<file path="src/rtl/ccr_unit.sv">
// ccr_unit: execute-stage condition-code register {Z,N,C} with a small LIFO that
// saves the flags on interrupt entry and restores them on RTI.
// Optional build macro CCR_BYPASS_EN: flags_out shows the next-flag value in the
// same cycle (write-through) instead of the registered value.
module ccr_unit #(
   parameter int DEPTH = 2,
   parameter int PTR_W = 2
) (
   input  logic       clk,
   input  logic       reset,
   input  logic       stall,
   input  logic [2:0] alu_flag_we,
   input  logic [2:0] alu_flags,
   input  logic       jdu_we,
   input  logic [2:0] jdu_flags,
   input  logic       setc,
   input  logic       clrc,
   input  logic       int_save,
   input  logic       rti_restore,
   output logic [2:0] flags_out,
   output logic       stack_full,
   output logic       stack_empty,
   output logic       stk_err
);

   localparam logic [PTR_W-1:0] FULL_PTR = PTR_W'(DEPTH);

   logic [2:0]       flags_p1;
   logic [2:0]       flags_p0;
   logic [2:0]       stk [DEPTH];
   logic [PTR_W-1:0] ptr;
   logic [PTR_W-1:0] top_idx;
   logic [2:0]       top_val;
   logic             push_req;
   logic             pop_req;
   logic             do_push;
   logic             do_pop;
   logic             err_set;

   assign stack_full  = (ptr == FULL_PTR);
   assign stack_empty = (ptr == '0);

   // A simultaneous save and restore cancels both; each alone is honoured only when legal.
   assign push_req = int_save & ~rti_restore;
   assign pop_req  = rti_restore & ~int_save;
   assign do_push  = push_req & ~stack_full;
   assign do_pop   = pop_req & ~stack_empty;
   assign err_set  = (int_save & rti_restore) | (push_req & stack_full) | (pop_req & stack_empty);
   assign top_idx  = ptr - 1'b1;

   // Read the top-of-stack entry by compare so the index width never has to match the array.
   always_comb begin
      top_val = '0;
      for (int i = 0; i < DEPTH; i++) begin
         if (top_idx == PTR_W'(i)) top_val = stk[i];
      end
   end

   // Next-flag merge, lowest priority first so later assignments override.
   always_comb begin
      flags_p0 = flags_p1;
      for (int b = 0; b < 3; b++) begin
         if (alu_flag_we[b]) flags_p0[b] = alu_flags[b];
      end
      if (clrc) flags_p0[0] = 1'b0;
      if (setc) flags_p0[0] = 1'b1;
      if (jdu_we) flags_p0 = jdu_flags;
      if (do_pop) flags_p0 = top_val;
   end

   // Stage p0 -> p1: flag register, save stack, pointer and sticky error.
   always_ff @(posedge clk or negedge reset) begin
      if (!reset) begin
         flags_p1 <= '0;
         ptr      <= '0;
         stk_err  <= 1'b0;
         for (int i = 0; i < DEPTH; i++) stk[i] <= '0;
      end else if (!stall) begin
         flags_p1 <= flags_p0;
         if (do_push) begin
            for (int i = 0; i < DEPTH; i++) begin
               if (ptr == PTR_W'(i)) stk[i] <= flags_p1;
            end
            ptr <= ptr + 1'b1;
         end else if (do_pop) begin
            ptr <= ptr - 1'b1;
         end
         if (err_set) stk_err <= 1'b1;
      end
   end

`ifdef CCR_BYPASS_EN
   // Write-through: the jump logic sees this cycle's update; frozen and reset cases show the register.
   assign flags_out = !reset ? 3'b000 : (stall ? flags_p1 : flags_p0);
`else
   assign flags_out = flags_p1;
`endif

endmodule

</file>
<file path="config.mk">
export PLATFORM = sky130hd
export DESIGN_NAME = ccr_unit
export DESIGN_NICKNAME = d
export VERILOG_FILES = /design/src/rtl/ccr_unit.sv
export SDC_FILE = /design/constraint.sdc
export NUM_CORES = 1
export LEC_CHECK = 0
export CAP_MARGIN = 20
export CORE_MARGIN = 2
export CORE_UTILIZATION = 44
export DETAILED_ROUTE_END_ITERATION = 10
export PLACE_DENSITY = 0.88
export RECOVER_POWER = 50
export SLEW_MARGIN = 20
export SYNTH_ARGS = -nofsm -noshare
export SYNTH_HDL_FRONTEND = slang
export SYNTH_SLANG_ARGS = --single-unit
</file>
<file path="constraint.sdc">
create_clock -name clk -period 1.94 [get_ports clk]
set_input_delay 0.388 -clock clk [delete_from_list [all_inputs] [get_ports clk]]
set_output_delay 0.388 -clock clk [all_outputs]
set_load 0.02 [all_outputs]
</file>
* After elaboration in Yosys (flattened, before gate mapping)
Cells that the tools add are included.
** Word-level totals
- Register bits after elaboration :: 12
- Bits of input ports :: 17
- Output and inout bits :: 6
- Logic and storage cells :: 50
** Cells by class
- Add/subtract/negate cells :: 2
- Eq/ne operators :: 3
- Multiplexer cells :: 11
- Bitwise operators :: 14
- Reduce and logical (&&, ||, !) cells :: 13
** Operators with widths (count)
- 2-to-1 mux 3 bit :: 4
- AND reduction 2 bit :: 5
- AND 1 bit :: 7
- AND reduction 3 bit :: 2
- nonzero test 3 bit :: 2
- 2-to-1 mux 1 bit :: 5
- NOT 1 bit :: 5
- nonzero test 5 bit :: 1
- equality test 2 x 1 -> 1 bit (second input constant) :: 2
- zero test 2 bit :: 2
- 2-to-1 mux 2 bit :: 2
- adder 2 x 1 -> 2 bit (second input constant) :: 1
- equality test 2 bit (second input constant) :: 1
- OR 1 bit :: 2
- nonzero test 2 bit :: 1
- subtractor 2 x 1 -> 2 bit (second input constant) :: 1

* Longest topological paths before layout
- Depth in word-level cells :: 6
- Depth in mapped cells :: 7
- Mapped depth without buffers :: 6

* Least setup slack after synthesis
OpenSTA, ideal clock, no wires.
- Path kind :: reg-to-reg
- From :: register ptr[0]
- To :: register stk[3] (netlist name)
- Arrival :: 1.530 ns
- Required time :: 1.812 ns
- Slack :: 0.283 ns
- Cell stages (with the launch flop) :: 6
- Path buffers :: 0
- Clock period less this slack :: 1.657 ns
- Cells stage by stage :: dfrtp_1 inv_1 ha_1 nor3b_1 nand3b_1 mux2_1
** On the way
- Longest elaborated chain between the ends :: 4
- Elaborated cells between the ends (all ways) :: 5
** RTL lines
- start, declared :: RTL line 31 : logic [PTR_W-1:0] ptr;
- start signal, assigned :: RTL line 84 : ptr <= ptr + 1'b1;
- start signal, assigned :: RTL line 86 : ptr <= ptr - 1'b1;
- equality test 2 bit :: RTL line 40 : assign stack_full = (ptr == FULL_PTR);
- net stack_full :: RTL line 21 : output logic stack_full,
- NOT 1 bit :: RTL line 46 : assign do_push = push_req & ~stack_full;
- AND 1 bit :: RTL line 46
- AND reduction 3 bit (no line)
- end signal, assigned by index :: RTL line 82 : if (ptr == PTR_W'(i)) stk[i] <= flags_p1;
- end, declared :: RTL line 30 : logic [2:0] stk [DEPTH];
The timed path passes the listed nets, and every way through them passes these cells.
A chain may end at the register's enable or synchronous reset.

* Final worst setup path
- From :: register ptr[0]
- To :: output stack_empty
** On the way
- Longest elaborated chain between the ends :: 1
** RTL lines
- zero test 2 bit :: RTL line 41 : assign stack_empty = (ptr == '0);
- end, declared :: RTL line 22 : output logic stack_empty,
No other way between the ends.

==> impl_metrics.ini <==
[run_status]
outcome = finished clean

[cells_and_area]
final_util_pct = 67.0
drive_gt1_share_pct = 12.0
fill_cells = 125
finalNetCount = 123
multi_input_area_um2 = 398
register_area_um2 = 300
finalInstanceArea_um2 = 1020
fin_cells = 116
area_growth_pct = 40.2
num_antenna_cells = 0

[yosys]
synth.avg_cell_area_um2 = 9.98
ys_ff_latch = 12
synth-edff-count = 0
syn-cell-area_um2 = 728
syn_nets = 95
seq_area_frac_synth_pct = 41.2
synthFlopType = dfrtp_1
synthCells = 73
yosysWarnings = 0
synth-async-reset-ratio_pct = 100
ys_types = 26

[hold_path]
hp-class = reg -> reg

[power]
leakage_nw = 0.442
netSwitchingFraction_pct = 37.6
pwr-share-seq_pct = 37.0
power_density_nw_per_um2 = 1060
clkPwrFrac_pct = 17.8
fin_total_pwr_mw = 1.08
p_int_mw = 0.674
max-vdd-ir-drop_mv = 0.721
p_comb_share_pct = 45.2
power.switching_mw = 0.405

[cts]
post_cts_buffers = 0
cts_sinks = 12
htree_levels = 1
numCtsBuffers = 3
clock_latency_ps = 270
clkTransAtPathRegs_ps = 70
cts_hold_buf = 0
cts-root-buf = clkbuf_4
clockBufferDepth = 2
cts_tree = built

[timing]
hold-worst-slack_ps = 469
slew_headroom_pct = 64.7
setup_slack_ps = 124
rsz0062_at_grt = no
finalSetupViolCount = 0
finalSetupTns_ps = 0
finalCritPeriodShare_pct = 93.6
min_period_ps = 1820
hold_viol = 0
slew_violations = 0
max_freq_mhz = 551
skew_ps = 6.36
worstMarginPinSlew_ps = 527

[floorplan]
ios = 23
start_util_pct = 47.8
rows = 14
dieArea_um2 = 2000
die_h_um = 44.7
core_um2 = 1520
die_width_um = 44.7

[setup_path]
cpPeakStageDelay_ps = 420
cp-start-kind = flop
end_kind = primary output
crit_required_ps = 1550
cp_slowest_cell = dfrtp_1
path_cells = inv_1 -> ha_1 -> dlygate4sd2_1
path_class = reg -> out
path_max_fanout = 4
arrival_ps = 1430

[detailed_routing]
vias_per_cell = 5.46
antenna_left = 0
first_iter_violations = 9
vias = 633
drcViolationCount = 0
dr.pass1.iters = 4
avgRoutedWirePerCell_um = 13.9
wirelength_um = 1610

[grt]
overflow = 0
antenna_found_initial = 0
grt_max_degree = 13
grt_first_pass_wirelength_um = 2730
grt_pass1_vias = 616
grt_usage_pct = 19.2

[place]
routabilityCongestion = 0.794
dpl_cell_area_um2 = 982
dpl.hpwl_um = 1320
dp.cells = 112
place_ws_ps = -3.33
portBuffers = 22

[run]
cap_violations = 0
[logic make-up (layout without fill, tap and decap cells)]
| kind of cell | count (synthesis) | after routing | share of synthesized area [%] |
|---|---|---|---|
| flip-flops | 12 | 12 | 41.2 |
| multiplexers | 7 | 7 | 10.7 |
| AND/OR/NAND/NOR | 21 | 21 | 17.5 |
| adder cells (fa/ha/maj) | 5 | 5 | 8.59 |
| buffers and inverters | 8 | 35 | 4.81 |
| AO/OA/AOI/OAI | 19 | 19 | 16.0 |
| XOR/XNOR | 1 | 1 | 1.20 |
[sequential cells by signal (all words and copies together) (netlist names)]
| name | count |
|---|---|
| flags_out | 3 |
| ptr | 2 |
| stk | 6 |
| stk_err | 1 |
[final timing paths]
kind / end / cells past startpoint / startpoint / slack (ps)
setup reg to reg: stk[5]$_DFFE_PN0P_ / 6 / ptr[0]$_DFFE_PN0P_ / 180
min in group asynchronous: stk[1]$_DFFE_PN0P_ / 1 / reset / 530
max in group asynchronous: stk[0]$_DFFE_PN0P_ / 1 / reset / 1060
hold / removal: stk_err$_DFFE_PN0P_ / 1 / stk_err$_DFFE_PN0P_ / 470
setup / recovery: stack_empty / 3 / ptr[0]$_DFFE_PN0P_ / 120
hold reg to reg: stk_err$_DFFE_PN0P_ / 1 / stk_err$_DFFE_PN0P_ / 470
[placed cells by master, fill, tap and decap left out, drive strengths merged, types with 2 or more instances in the layout]
master,synthesis,final
nor3,2,2
o21ai,9,9
ha,5,5
dlygate4sd2,0,2
o41ai,2,2
a21oi,4,4
nor3b,3,3
nand3b,3,3
nand2,5,5
clkdlybuf4s50,0,18
mux2,6,6
nor2b,2,2
a211oi,2,2
dlygate4sd3,0,2
nor2,3,3
dfrtp,12,12
inv,5,5
clkbuf,1,4
buf,2,4
[final cells by class]
cell class	count	share of cell area, %
repair buffers	26	24.3
multi-input cells	53	39.0
inverters	5	1.84
flip-flops and latches	12	29.4
clock buffers	4	3.55
well taps	16	1.96
[power by group through the flow]
stage / Sequential (mW) / Combinational (mW) / Clock (mW)
floorplan: 0.402 / 0.295 / 0
detailed placement: 0.403 / 0.501 / 0
global route: 0.410 / 0.544 / 0.206
finish: 0.399 / 0.488 / 0.193
CTS: 0.398 / 0.489 / 0.199
global placement: 0.395 / 0.479 / 0
[what timing repair did]
action	in CTS	in global routing
setup endpoints to repair	2	3
gates resized for setup	2	1
pin swaps	0	1
[critical path: cells and delay by family, from the launching register on]
family / cells / cell delay (ps)
fa+ha+maj: 1 / 240
buf+inv: 2 / 500
flops: 1 / 420
[synth_stat cells (2+ instances only)]
cell type,count,area share (%)
nand3b_1,3,3.1
nor2b_1,2,1.7
a211oi_1,2,2.1
a21oi_1,4,2.7
nor3b_2,2,3.4
inv_1,5,2.6
o41ai_1,2,2.4
o21ai_1,2,1.4
nand2_1,5,2.6
ha_1,5,8.6
dfrtp_1,12,41
o21ai_0,7,4.8
nor3_1,2,1.4
mux2_1,6,9.3
nor2_1,3,1.5
[metal layers]
layer  track usage, %  up-vias  wire [um]
met5                0        -          0
met4             5.45        0         14
met3             6.12        2         53
met2             33.0       14        832
met1             22.7      300        708
li1                 -      317          -
No activity file was read; power rests on OpenSTA's default activity.
